[config.mk]
export PLATFORM = sky130hd
export DESIGN_NAME = piso_arb_ctrl_flat
export DESIGN_NICKNAME = d
export VERILOG_FILES = /design/src/rtl/piso_arb_ctrl_if.sv /design/src/rtl/piso_arb_ctrl.sv /design/src/flat_wrapper.sv
export SDC_FILE = /design/constraint.sdc
export NUM_CORES = 1
export LEC_CHECK = 0
export ABC_CLOCK_PERIOD_IN_PS = 2100
export CAP_MARGIN = 5
export CORE_ASPECT_RATIO = 1.75
export CORE_UTILIZATION = 40
export CTS_CLUSTER_SIZE = 24
export DETAILED_ROUTE_END_ITERATION = 16
export PLACE_DENSITY_LB_ADDON = 0.05
export SKIP_LAST_GASP = 1
export SYNTH_ARGS = -nofsm -noshare
export SYNTH_HDL_FRONTEND = slang
export SYNTH_SLANG_ARGS = --single-unit
export TNS_END_PERCENT = 1
[constraint.sdc]
create_clock -name clk -period 2.1 [get_ports clk]
set_input_delay 0.42 -clock clk [delete_from_list [all_inputs] [get_ports clk]]
set_output_delay 0.42 -clock clk [all_outputs]
set_load 0.02 [all_outputs]
[src/rtl/piso_arb_ctrl_if.sv]
// Requester-side handshake and shift-register control bundle for piso_arb_ctrl.
// The arbiter uses the slave modport; the requester/stimulus side uses master.
interface piso_arb_ctrl_if #(
    parameter int unsigned WIDTH = 8
) ();
    logic [1:0]       req_valid;
    logic [WIDTH-1:0] req_data0;
    logic [WIDTH-1:0] req_data1;
    logic [1:0]       req_lsb;
    logic [1:0]       req_ready;
    logic             piso_load;
    logic             piso_lsb;
    logic [WIDTH-1:0] piso_data;
    logic             bit_valid;
    logic             gnt_id;
    logic             busy;
    logic             frame_done;

    modport master (
        output req_valid, req_data0, req_data1, req_lsb,
        input  req_ready, piso_load, piso_lsb, piso_data, bit_valid, gnt_id, busy, frame_done
    );

    modport slave (
        input  req_valid, req_data0, req_data1, req_lsb,
        output req_ready, piso_load, piso_lsb, piso_data, bit_valid, gnt_id, busy, frame_done
    );
endinterface

[src/rtl/piso_arb_ctrl.sv]
// Two-requester round-robin arbiter that feeds one parallel-in/serial-out shift
// register, framing each word as LOAD, WIDTH shift cycles and an optional idle gap.
module piso_arb_ctrl #(
    parameter int unsigned WIDTH      = 8,
    parameter int unsigned GAP_CYCLES = 1
) (
    input logic            clk,
    input logic            resetn,
    piso_arb_ctrl_if.slave bus
);

    localparam int unsigned     CntW    = (WIDTH > 1) ? $clog2(WIDTH) : 1;
    localparam logic [CntW-1:0] LastBit = CntW'(WIDTH - 1);
    localparam logic [3:0]      LastGap = (GAP_CYCLES == 0) ? 4'd0 : 4'(GAP_CYCLES - 1);

    typedef enum logic [1:0] {StIdle, StLoad, StShift, StGap} state_e;

    state_e           state_q;
    logic [CntW-1:0]  bit_cnt_q;
    logic [3:0]       gap_cnt_q;
    logic             last_q;
    logic             piso_load_q;
    logic             piso_lsb_q;
    logic [WIDTH-1:0] piso_data_q;
    logic             bit_valid_q;
    logic             gnt_q;
    logic             frame_done_q;
    logic [1:0]       grant;

    // Ready is offered only in IDLE and never while reset is held.
    always_comb begin
        grant = 2'b00;
        if (state_q == StIdle && resetn) begin
            unique case (bus.req_valid)
                2'b01:   grant = 2'b01;
                2'b10:   grant = 2'b10;
                2'b11:   grant = last_q ? 2'b01 : 2'b10;
                default: grant = 2'b00;
            endcase
        end
    end

    always_ff @(posedge clk or negedge resetn) begin
        if (!resetn) begin
            state_q      <= StIdle;
            bit_cnt_q    <= '0;
            gap_cnt_q    <= '0;
            last_q       <= 1'b1;
            piso_load_q  <= 1'b0;
            piso_lsb_q   <= 1'b0;
            piso_data_q  <= '0;
            bit_valid_q  <= 1'b0;
            gnt_q        <= 1'b0;
            frame_done_q <= 1'b0;
        end else begin
            piso_load_q  <= 1'b0;
            frame_done_q <= 1'b0;
            bit_valid_q  <= (state_q == StShift);
            unique case (state_q)
                StIdle: begin
                    if (|grant) begin
                        state_q     <= StLoad;
                        piso_load_q <= 1'b1;
                        gnt_q       <= grant[1];
                        last_q      <= grant[1];
                        piso_data_q <= grant[1] ? bus.req_data1 : bus.req_data0;
                        piso_lsb_q  <= grant[1] ? bus.req_lsb[1] : bus.req_lsb[0];
                        bit_cnt_q   <= '0;
                    end
                end
                StLoad: begin
                    state_q <= StShift;
                end
                StShift: begin
                    if (bit_cnt_q == LastBit) begin
                        frame_done_q <= 1'b1;
                        gap_cnt_q    <= '0;
                        state_q      <= (GAP_CYCLES == 0) ? StIdle : StGap;
                    end else begin
                        bit_cnt_q <= bit_cnt_q + CntW'(1);
                    end
                end
                StGap: begin
                    if (gap_cnt_q == LastGap) begin
                        state_q <= StIdle;
                    end else begin
                        gap_cnt_q <= gap_cnt_q + 4'd1;
                    end
                end
                default: state_q <= StIdle;
            endcase
        end
    end

    assign bus.req_ready  = grant;
    assign bus.piso_load  = piso_load_q;
    assign bus.piso_lsb   = piso_lsb_q;
    assign bus.piso_data  = piso_data_q;
    assign bus.bit_valid  = bit_valid_q;
    assign bus.gnt_id     = gnt_q;
    assign bus.busy       = (state_q != StIdle);
    assign bus.frame_done = frame_done_q;

endmodule

[src/flat_wrapper.sv]
// flat-port wrapper written by rule: the top's interface ports become plain ports
module piso_arb_ctrl_flat 
#(
    parameter int unsigned WIDTH      = 8,
    parameter int unsigned GAP_CYCLES = 1
)
  (clk, resetn, bus_req_valid, bus_req_data0, bus_req_data1, bus_req_lsb, bus_req_ready, bus_piso_load, bus_piso_lsb, bus_piso_data, bus_bit_valid, bus_gnt_id, bus_busy, bus_frame_done);
  piso_arb_ctrl_if #(.WIDTH(WIDTH)) bus_i ();
  input logic clk;
  input logic resetn;
  input wire logic [$bits(bus_i.req_valid)-1:0] bus_req_valid;
  input wire logic [$bits(bus_i.req_data0)-1:0] bus_req_data0;
  input wire logic [$bits(bus_i.req_data1)-1:0] bus_req_data1;
  input wire logic [$bits(bus_i.req_lsb)-1:0] bus_req_lsb;
  output wire logic [$bits(bus_i.req_ready)-1:0] bus_req_ready;
  output wire logic [$bits(bus_i.piso_load)-1:0] bus_piso_load;
  output wire logic [$bits(bus_i.piso_lsb)-1:0] bus_piso_lsb;
  output wire logic [$bits(bus_i.piso_data)-1:0] bus_piso_data;
  output wire logic [$bits(bus_i.bit_valid)-1:0] bus_bit_valid;
  output wire logic [$bits(bus_i.gnt_id)-1:0] bus_gnt_id;
  output wire logic [$bits(bus_i.busy)-1:0] bus_busy;
  output wire logic [$bits(bus_i.frame_done)-1:0] bus_frame_done;
  assign bus_i.req_valid = bus_req_valid;
  assign bus_i.req_data0 = bus_req_data0;
  assign bus_i.req_data1 = bus_req_data1;
  assign bus_i.req_lsb = bus_req_lsb;
  assign bus_req_ready = bus_i.req_ready;
  assign bus_piso_load = bus_i.piso_load;
  assign bus_piso_lsb = bus_i.piso_lsb;
  assign bus_piso_data = bus_i.piso_data;
  assign bus_bit_valid = bus_i.bit_valid;
  assign bus_gnt_id = bus_i.gnt_id;
  assign bus_busy = bus_i.busy;
  assign bus_frame_done = bus_i.frame_done;
  piso_arb_ctrl #(.WIDTH(WIDTH), .GAP_CYCLES(GAP_CYCLES)) u_core (.clk(clk), .resetn(resetn), .bus(bus_i));
endmodule
==> results.py <==
metrics = {
    "final_layout": {
        "finalNetCount": 207,
        "stdcell_area_sq_mm": 0.00176,
        "drive_gt1_share_pct": 12.5,
        "utilization_pct": 60.1,
        "antennaDiodeCount": 0,
        "final_cells": 204,
        "area_delta_synth_final_pct": 43.2,
    },
    "placement": {
        "dp_hpwl_um": 2320,
        "placed_cell_area_sq_mm": 0.00171,
        "gp_congestion": 0.804,
        "dpl.cell_count": 200,
        "io_buffers": 37,
        "dp_slack_ns": -0.197,
    },
    "setup_path": {
        "cp.arrival_ns": 1.85,
        "crit_type": "flip-flop to output pin",
        "cp.required_ns": 1.68,
        "cp_max_fo": 4,
        "cp-start-kind": "flip-flop",
        "end_kind": "output pin",
    },
    "floorplan": {
        "core-area_sq_mm": 0.00293,
        "num_io_pins": 38,
        "dieArea_sq_mm": 0.00331,
        "rows": 26,
        "die_y_um": 75.3,
        "start_util_pct": 42.0,
        "fp.dieW_um": 43.9,
    },
    "clocking": {
        "cts_root_buf": "clkbuf_8",
        "cts_tree": "yes",
        "insertion_delay_ns": 0.25,
        "numCtsBuffers": 3,
        "clkSinkCount": 23,
        "cts_buffer_depth": 2,
        "clk_pin_slew_worst_paths_ns": 0.08,
        "cts_max_level": 1,
        "post_cts_buffers": 0,
    },
    "sta": {
        "skew_ns": 0.00460,
        "setup_slack_ns": -0.173,
        "fin_crit_sh_pct": 108,
        "relSlewSlack_pct": 78.3,
        "slew_viol_final": 0,
        "rsz0062_at_grt": "true",
        "layout_min_cycle_time_ns": 2.27,
        "tns_ns": -0.173,
        "hold_viol_final": 0,
        "tightest_slew_ns": 0.325,
        "max_freq_mhz": 440,
        "holdWs_ns": 0.472,
        "setup_viol": 1,
    },
    "synth": {
        "synth_cell_types": 26,
        "seq_area_frac_synth_pct": 46.9,
        "netlist_area_sq_mm": 0.00123,
        "syn_area_per_cell_sq_um": 9.75,
        "syn_nets": 156,
        "yosysWarningCount": 0,
        "syn_inst": 126,
        "ys_seq_elements": 23,
    },
    "grt": {
        "grt_max_degree": 15,
        "grt-ovfl-total": 0,
        "antenna_found_initial": 0,
        "grt_pass1_wl_um": 4890,
        "grtUsageTotal_pct": 19.8,
        "first_global_vias": 1104,
    },
    "drt": {
        "initialDrtViolationCount": 27,
        "vias": 1096,
        "drtAntennaViolNets": 0,
        "drt-total-wl_um": 2950,
        "first_pass_iters": 12,
        "viasPerCell": 5.37,
        "detail_route.wl_per_cell_um": 14.4,
        "drc": 3,
    },
    "min_path": {
        "hp-class": "flip-flop to flip-flop",
    },
    "pwr": {
        "p_per_area_mw_per_mm2": 1210,
        "leakage_nw": 0.823,
        "power_mw": 2.13,
        "max-vdd-ir-drop_uv": 822,
    },
    "flow_run": {
        "maxCapViolCount": 0,
    },
    "run_status": {
        "violations": "DRC, setup timing",
        "status": "finished with violations",
    },
}
==> synth_stat cells <==
| master | number | share of area, % |
|---|---|---|
| o211ai_4 | 1 | 1.7 |
| mux2i_1 | 5 | 4.1 |
| nand4_1 | 2 | 1.0 |
| nand3_1 | 16 | 6.5 |
| and3_1 | 1 | 0.51 |
| mux2_4 | 1 | 1.2 |
| nor3b_1 | 1 | 0.61 |
| dfrtp_1 | 22 | 45 |
| nand3b_1 | 2 | 1.2 |
| inv_1 | 8 | 2.4 |
| nor2_1 | 2 | 0.61 |
| clkbuf_1 | 1 | 0.31 |
| ha_1 | 8 | 8.1 |
| o21bai_1 | 1 | 0.61 |
| a221oi_4 | 1 | 2.1 |
| and2_1 | 3 | 1.5 |
| nand2b_1 | 2 | 1.0 |
| or3b_4 | 1 | 0.92 |
| nor2b_1 | 1 | 0.51 |
| a21oi_1 | 1 | 0.41 |
| dfstp_2 | 1 | 2.1 |
| buf_2 | 3 | 1.2 |
| inv_2 | 1 | 0.31 |
| o211ai_1 | 11 | 6.7 |
| o21ai_1 | 1 | 0.41 |
| nand2_1 | 29 | 8.9 |
==> power by group <==
| part | leakage (nW) | switching [mW] | internal [mW] |
|---|---|---|---|
| registers | 0.289 | 0.0980 | 0.614 |
| clock network | 0.0228 | 0.127 | 0.135 |
| logic | 0.511 | 0.585 | 0.571 |
==> per-layer routing <==
metal	global-route usage, %	share of wire, %	vias to the layer above
li1	-	-	531
met1	23.1	41	535
met2	36.5	53	28
met3	2.37	4.9	2
met4	7.41	1.1	0
met5	0	0	-
==> final timing paths <==
kind	start	endpoint	slack, ns	cells past startpoint
hold / removal	u_core.last_q	u_core.last_q	0.47	2
max in group asynchronous	resetn	u_core.last_q	1.29	2
hold reg to reg	u_core.last_q	u_core.last_q	0.47	2
min in group asynchronous	resetn	u_core.bus.piso_data[5]	0.55	2
setup / recovery	u_core.state_q[1]	bus_busy	-0.17	5
setup reg to reg	u_core.state_q[1]	u_core.state_q[1]	0.37	6
==> flip-flops by register name, indices dropped and copies added, names as in the netlist, 2 cells and up <==
| signal | count |
|---|---|
| u_core.bus.piso_data | 8 |
| u_core.gap_cnt_q | 4 |
| u_core.state_q | 2 |
| u_core.bit_cnt_q | 3 |
==> placed cells by master, fill, tap and decap left out, drive strengths merged <==
| cell | count |
|---|---|
| o21bai | 1 |
| dlymetal6s2s | 1 |
| nand2b | 2 |
| dfrtp | 22 |
| a21oi | 1 |
| inv | 9 |
| mux2 | 1 |
| nor2 | 2 |
| o211ai | 12 |
| clkbuf | 4 |
| nand3b | 2 |
| mux2i | 5 |
| ha | 8 |
| nand3 | 16 |
| and3 | 1 |
| nor2b | 1 |
| dlygate4sd2 | 1 |
| dfstp | 1 |
| or3b | 1 |
| clkdlybuf4s50 | 35 |
| a221oi | 1 |
| buf | 13 |
| and2 | 3 |
| nand4 | 2 |
| o21ai | 1 |
| nor3b | 1 |
| nand2 | 29 |
==> kinds of logic after synthesis <==
| family | count (synthesis) | synth area share, % |
|---|---|---|
| compound gates | 16 | 12.0 |
| flops | 23 | 46.9 |
| fa+ha+maj | 8 | 8.15 |
| simple gates | 60 | 23.3 |
| buf+inv | 13 | 4.28 |
| mux | 6 | 5.30 |
==> area by class of cell <==
cell class / instances / area [sq um]
clock buffer: 4 / 45.0
fill: 255 / 1170
inverter: 9 / 33.8
multi-input combinational: 90 / 599
sequential: 23 / 577
tap: 28 / 35.0
timing repair buffer: 50 / 469
==> critical path, cell delays in order, from the launching register on <==
cell and delay, ns:
dfrtp_1 0.41, inv_1 0.08, ha_1 0.22, buf_4 0.17, inv_1 0.10, clkdlybuf4s50_1 0.62
==> what timing repair did <==
action	CTS	global route
gates resized for setup	1	1
endpoints found under the setup margin	3	3
hold buffers	0	0
Power figures use the tool's default switching activity.
